--- config.mk ---
export PLATFORM = sky130hd
export DESIGN_NAME = alu_seq
export DESIGN_NICKNAME = d
export VERILOG_FILES = /design/src/rtl/alu_seq.sv
export SDC_FILE = /design/constraint.sdc
export NUM_CORES = 1
export LEC_CHECK = 0
export CAP_MARGIN = 10
export CORE_MARGIN = 1.5
export CORE_UTILIZATION = 45
export CTS_CLUSTER_DIAMETER = 100
export DETAILED_ROUTE_END_ITERATION = 12
export HOLD_SLACK_MARGIN = 0.03
export PLACE_DENSITY = 0.65
export SYNTH_ARGS = -nofsm -noshare
export SYNTH_HDL_FRONTEND = slang
export SYNTH_SLANG_ARGS = --single-unit
--- constraint.sdc ---
create_clock -name CLK -period 5.9 [get_ports CLK]
set_clock_uncertainty 0.2 [all_clocks]
set_input_delay 1.18 -clock CLK [delete_from_list [all_inputs] [get_ports CLK]]
set_output_delay 1.18 -clock CLK [all_outputs]
set_load 0.01 [all_outputs]
--- src/rtl/alu_seq.sv ---
// alu_seq: sequential ALU with valid/ready handshake, shift-add multiplier and an
// optional restoring divider, present when ALU_SEQ_DIV_EN is defined.
module alu_seq #(
  parameter int unsigned DATA_WIDTH = 8
) (
  input  logic                  CLK,
  input  logic                  RESET,
  input  logic [DATA_WIDTH-1:0] IN_A,
  input  logic [DATA_WIDTH-1:0] IN_B,
  input  logic [3:0]            ALU_Op_Code,
  input  logic                  IN_VALID,
  output logic                  IN_READY,
  output logic [DATA_WIDTH-1:0] OUT_RESULT,
  output logic                  OUT_VALID,
  output logic [2:0]            OUT_FLAGS
);

  localparam int unsigned W  = DATA_WIDTH;
  localparam int unsigned W1 = DATA_WIDTH + 1;
  localparam int unsigned CW = $clog2(DATA_WIDTH);

  localparam logic [3:0] OP_ADD  = 4'h0;
  localparam logic [3:0] OP_SUB  = 4'h1;
  localparam logic [3:0] OP_MUL  = 4'h2;
  localparam logic [3:0] OP_SHL  = 4'h3;
  localparam logic [3:0] OP_SHR  = 4'h4;
  localparam logic [3:0] OP_INCA = 4'h5;
  localparam logic [3:0] OP_INCB = 4'h6;
  localparam logic [3:0] OP_DECA = 4'h7;
  localparam logic [3:0] OP_DECB = 4'h8;
  localparam logic [3:0] OP_EQ   = 4'h9;
  localparam logic [3:0] OP_GT   = 4'hA;
  localparam logic [3:0] OP_LT   = 4'hB;
  localparam logic [3:0] OP_OR0  = 4'hC;
`ifdef ALU_SEQ_DIV_EN
  localparam logic [3:0] OP_DIV  = 4'hD;
  localparam logic [3:0] OP_REM  = 4'hE;

  typedef enum logic [1:0] {S_IDLE, S_MUL, S_DIV} state_t;
`else
  typedef enum logic [0:0] {S_IDLE, S_MUL} state_t;
`endif

  state_t          state;
  logic [CW-1:0]   cnt;
  logic [2*W-1:0]  prod;
  logic [W-1:0]    mcand;

  // Single-cycle datapath; bit W of sc_wide is the carry/borrow/shifted-out bit
  logic [W:0]   a_x;
  logic [W:0]   b_x;
  logic [W:0]   one_x;
  logic [W:0]   sc_wide;
  logic [W-1:0] sc_res;
  logic         sc_c;

  assign a_x   = {1'b0, IN_A};
  assign b_x   = {1'b0, IN_B};
  assign one_x = W1'(1);

  always_comb begin
    sc_wide = a_x;
    case (ALU_Op_Code)
      OP_ADD:  sc_wide = a_x + b_x;
      OP_SUB:  sc_wide = a_x - b_x;
      OP_SHL:  sc_wide = {IN_A, 1'b0};
      OP_SHR:  sc_wide = {IN_A[0], 1'b0, IN_A[W-1:1]};
      OP_INCA: sc_wide = a_x + one_x;
      OP_INCB: sc_wide = b_x + one_x;
      OP_DECA: sc_wide = a_x - one_x;
      OP_DECB: sc_wide = b_x - one_x;
      OP_EQ:   sc_wide = W1'(IN_A == IN_B);
      OP_GT:   sc_wide = W1'(IN_A > IN_B);
      OP_LT:   sc_wide = W1'(IN_A < IN_B);
      OP_OR0:  sc_wide = W1'(IN_A[0] | IN_B[0]);
      default: sc_wide = a_x;
    endcase
    sc_res = sc_wide[W-1:0];
    sc_c   = sc_wide[W];
  end

  // Shift-add step: prod holds {partial high half, remaining multiplier bits}
  logic [W:0]     mul_sum;
  logic [2*W-1:0] mul_next;
  logic           last;

  always_comb begin
    mul_sum  = {1'b0, prod[2*W-1:W]};
    if (prod[0]) mul_sum = {1'b0, prod[2*W-1:W]} + {1'b0, mcand};
    mul_next = {mul_sum, prod[W-1:1]};
  end

  assign last = (cnt == CW'(W - 1));

`ifdef ALU_SEQ_DIV_EN
  logic [W-1:0] rem;
  logic [W-1:0] quo;
  logic [W-1:0] dvsr;
  logic         is_rem;
  logic [W:0]   div_shift;
  logic         div_ok;
  logic [W-1:0] rem_next;
  logic [W-1:0] quo_next;

  // Restoring step; a zero divisor always "fits", giving all-ones quotient and remainder A
  always_comb begin
    div_shift = {rem, quo[W-1]};
    div_ok    = (div_shift >= {1'b0, dvsr});
    rem_next  = div_shift[W-1:0];
    if (div_ok) rem_next = W'(div_shift - {1'b0, dvsr});
    quo_next  = {quo[W-2:0], div_ok};
  end
`endif

  always_ff @(posedge CLK or posedge RESET) begin
    if (RESET) begin
      state      <= S_IDLE;
      IN_READY   <= 1'b1;
      OUT_RESULT <= '0;
      OUT_FLAGS  <= '0;
      OUT_VALID  <= 1'b0;
      cnt        <= '0;
      prod       <= '0;
      mcand      <= '0;
`ifdef ALU_SEQ_DIV_EN
      rem        <= '0;
      quo        <= '0;
      dvsr       <= '0;
      is_rem     <= 1'b0;
`endif
    end else begin
      OUT_VALID <= 1'b0;
      case (state)
        S_IDLE: begin
          if (IN_VALID && IN_READY) begin
            cnt <= '0;
            if (ALU_Op_Code == OP_MUL) begin
              state    <= S_MUL;
              IN_READY <= 1'b0;
              prod     <= {{W{1'b0}}, IN_B};
              mcand    <= IN_A;
            end
`ifdef ALU_SEQ_DIV_EN
            else if (ALU_Op_Code == OP_DIV || ALU_Op_Code == OP_REM) begin
              state    <= S_DIV;
              IN_READY <= 1'b0;
              rem      <= '0;
              quo      <= IN_A;
              dvsr     <= IN_B;
              is_rem   <= (ALU_Op_Code == OP_REM);
            end
`endif
            else begin
              OUT_RESULT <= sc_res;
              OUT_FLAGS  <= {1'b0, sc_c, ~|sc_res};
              OUT_VALID  <= 1'b1;
            end
          end
        end
        S_MUL: begin
          prod <= mul_next;
          cnt  <= cnt + CW'(1);
          if (last) begin
            state      <= S_IDLE;
            IN_READY   <= 1'b1;
            OUT_RESULT <= mul_next[W-1:0];
            OUT_FLAGS  <= {1'b0, |mul_next[2*W-1:W], ~|mul_next[W-1:0]};
            OUT_VALID  <= 1'b1;
          end
        end
`ifdef ALU_SEQ_DIV_EN
        S_DIV: begin
          rem <= rem_next;
          quo <= quo_next;
          cnt <= cnt + CW'(1);
          if (last) begin
            state      <= S_IDLE;
            IN_READY   <= 1'b1;
            OUT_RESULT <= is_rem ? rem_next : quo_next;
            OUT_FLAGS  <= {dvsr == '0, 1'b0, is_rem ? ~|rem_next : ~|quo_next};
            OUT_VALID  <= 1'b1;
          end
        end
`endif
        default: begin
          state    <= S_IDLE;
          IN_READY <= 1'b1;
        end
      endcase
    end
  end

endmodule

==> results.tsv <==
stage	metric	value	unit
power	leakage	1.958	nW
min_path	hp-class	reg -> reg	
worst_setup_path	critical_path_class	in -> reg	
routing	first_iter_violations	239	
placed_design	io_buffers	34	
run	drv_cap	0	
die	core-area	8636	sq um
yosys	ys_ff_latch	40	
global_route	overflow	0	
yosys	syn_nets	557	
placed_design	placed_cells	620	
power	p_int	0.0007371	W
cts	cts_buffers	5	
worst_setup_path	crit_path_max_fanout	23	
power	finalPower	0.001208	W
routing	wirelength	10870	microns
cts	post_cts.repair.setup_buffers	0	
cts	path_clk_slew	80	ps
power	vdd_drop_max	0.1918	mV
final_layout	fin_cells	628	
power	p_comb_frac	0.439	
yosys	avgSynthCellArea	8.067	sq um
sta	min_period	4896	ps
power	p_sw	0.0004712	W
routing	drcViolationCount	0	
sta	finalSetupViolations	0	
yosys	ys_types	67	
cts	holdBufCountCts	0	
cts	cts_tree	yes	
routing	ant_nets	0	
sta	fmax	204.3	MHz
worst_setup_path	critPathCaptureType	flip-flop	
sta	setup_tns	0	ps
cts	clock_path_buffers	2	
global_route	grt_pass1_vias	3643	
routing	vias	3718	
routing	drt_pass1_iterations	4	
global_route	antenna_found_initial	0	
outcome	status	completed	
yosys	synthArstFlopShare	1.000	
global_route	grt_max_degree	41	
sta	hold_violations	0	
routing	wire_per_inst	17.31	microns
sta	period_share	0.8298	
final_layout	finalNetCount	582	
placed_design	pre_cts_ws	761.3	ps
final_layout	final_layout_size_suffix_gt1_frac	0.08654	
worst_setup_path	startpoint_type	input port	
final_layout	final_common_cell	nand2_1	
cts	cts_num_sinks	40	
yosys	synth_cells	494	
die	die_h	97.11	microns
sta	max_slew_margin	0.3422	
power	cellPowerDensity	267.4	nW/um^2
die	num_io_pins	36	
yosys	synth_edf_count	0	
power	pwr-share-clk	0.186	
yosys	yosysSeqAreaShare	0.2515	
sta	rsz0062_at_grt	false	
placed_design	place_congestion	0.9284	
worst_setup_path	cp.arrival	4910	ps
sta	setup_slack	1004	ps
yosys	yosysWarnings	0	
die	core.rowCount	34	
global_route	grt_pass1_wl	18040	microns
sta	tightest_slew	986.7	ps
final_layout	most-common-layout-cells	nand2_1 (43), nor2_1 (40), dfrtp_1 (39), o21ai_0 (39), a21oi_1 (38)	
die	fp.dieW	97.11	microns
final_layout	diodes	0	
cts	clk-insertion-delay-late	300	ps
yosys	netlist_area	3985	sq um
die	dieArea	9429	sq um
worst_setup_path	crit_required	5910	ps
sta	drv_slew	0	
global_route	gr-usage-all-layers	0.2353	
die	start_util	0.4615	
placed_design	hpwl	8302	microns
yosys	synth_flop_cell	dfrtp_1	
cts	root_buffer	clkbuf_8	
final_layout	syn2layout_area_growth	13.41	%
power	pwr-share-seq	0.375	
final_layout	final_util	0.5233	
routing	viasPerCell	5.920	
cts	cts_resized	0	
power	switching_share	0.3900	
cts	htreeDepth	2	
-- power groups by stage --
stage          clock [W]  sequential [W]  combinational (W)
6_report        0.000225        0.000453           0.000531
2_1_floorplan          0        0.000424           0.000376
5_1_grt         0.000238        0.000468           0.000598
3_5_place_dp           0        0.000457           0.000528
4_1_cts         0.000229        0.000452           0.000531
3_3_place_gp           0        0.000454           0.000518
-- per-stage QoR --
stage | hold WS (ps) | instance area [sq um]
global route | 324.8 | 4519
CTS | 294.0 | 4519
global placement | 271.4 | 4412
finish | 287.5 | 4519
floorplan | 253.6 | 3985
detailed placement | 275.5 | 4412
-- critical path, stage by stage --
cell	delay, ps
clkdlybuf4s50_1	960
nand2_1	270
nor2_1	530
ha_1	410
a211oi_2	280
o21ai_1	100
a21o_1	200
xor2_1	140
o211a_1	210
o32ai_2	280
nand4b_1	140
o22ai_1	200
-- cell usage after synthesis (4+ instances only) --
master,instances,share of area
xor2_1,9,0.020
fa_1,4,0.020
mux2i_1,6,0.015
o2111ai_1,5,0.011
xnor2_1,16,0.035
o21bai_1,4,0.0075
o22ai_1,4,0.0063
nor2b_1,10,0.016
dfrtp_1,39,0.24
a211oi_1,5,0.0094
clkbuf_1,14,0.013
nand4_1,4,0.0063
ha_1,36,0.11
buf_2,9,0.011
o21a_1,8,0.015
nand3_1,18,0.023
a21boi_0,4,0.0075
or3_1,5,0.0078
nor3_1,15,0.019
nand3b_1,4,0.0075
inv_1,26,0.024
a21oi_1,38,0.048
o21ai_0,39,0.049
nand2b_1,6,0.0094
a21o_1,6,0.011
a31oi_1,6,0.0094
nand2_1,43,0.041
mux2_2,11,0.031
nor2_1,40,0.038
-- layout make-up --
class | instances | area (sq um)
fill | 833 | 4116
sequential | 40 | 1002
inverter | 28 | 105.1
tap | 108 | 135.1
timing repair buffer | 43 | 407.9
clock inverter | 2 | 35.03
multi-input combinational | 401 | 2761
clock buffer | 6 | 72.57
-- routing by layer --
layer | GRT usage | share of wire | routed length, microns
met1 | 0.3021 | 0.46 | 4977
met2 | 0.4056 | 0.48 | 5238
met3 | 0.03381 | 0.034 | 367
met4 | 0.07804 | 0.026 | 288
met5 | 0 | 0 | 0
-- kinds of logic after synthesis --
group,after synthesis,share of synthesized area
simple gates,167,0.2091
mux,18,0.04992
compound gates,150,0.2449
xor+xnor,25,0.05495
flops,40,0.2515
fa+ha+maj,40,0.1331
other cells,1,0.0009410
buf+inv,53,0.05557
-- sequential cells by signal, summed over array words and instances (netlist names) --
signal      cells
prod           16
OUT_RESULT      8
mcand           8
cnt             3
OUT_FLAGS       2
IN_READY        1
OUT_VALID       1
state           1
-- worst paths after layout --
path                                            from                         to  slack [ps]  cells past startpoint
setup / recovery                      ALU_Op_Code[0]   OUT_FLAGS[0]$_DFFE_PP0P_        1000                     12
hold / removal             OUT_RESULT[7]$_DFFE_PP0P_  OUT_RESULT[7]$_DFFE_PP0P_         290                      2
setup reg to reg                 prod[8]$_DFFE_PP0P_   OUT_FLAGS[1]$_DFFE_PP0P_        2930                     10
hold reg to reg            OUT_RESULT[7]$_DFFE_PP0P_  OUT_RESULT[7]$_DFFE_PP0P_         290                      2
max in group asynchronous                      RESET       IN_READY$_DFFE_PP1P_        4040                      3
min in group asynchronous                      RESET        prod[4]$_DFFE_PP0P_        1100                      3
Power figures use the tool's default switching activity.
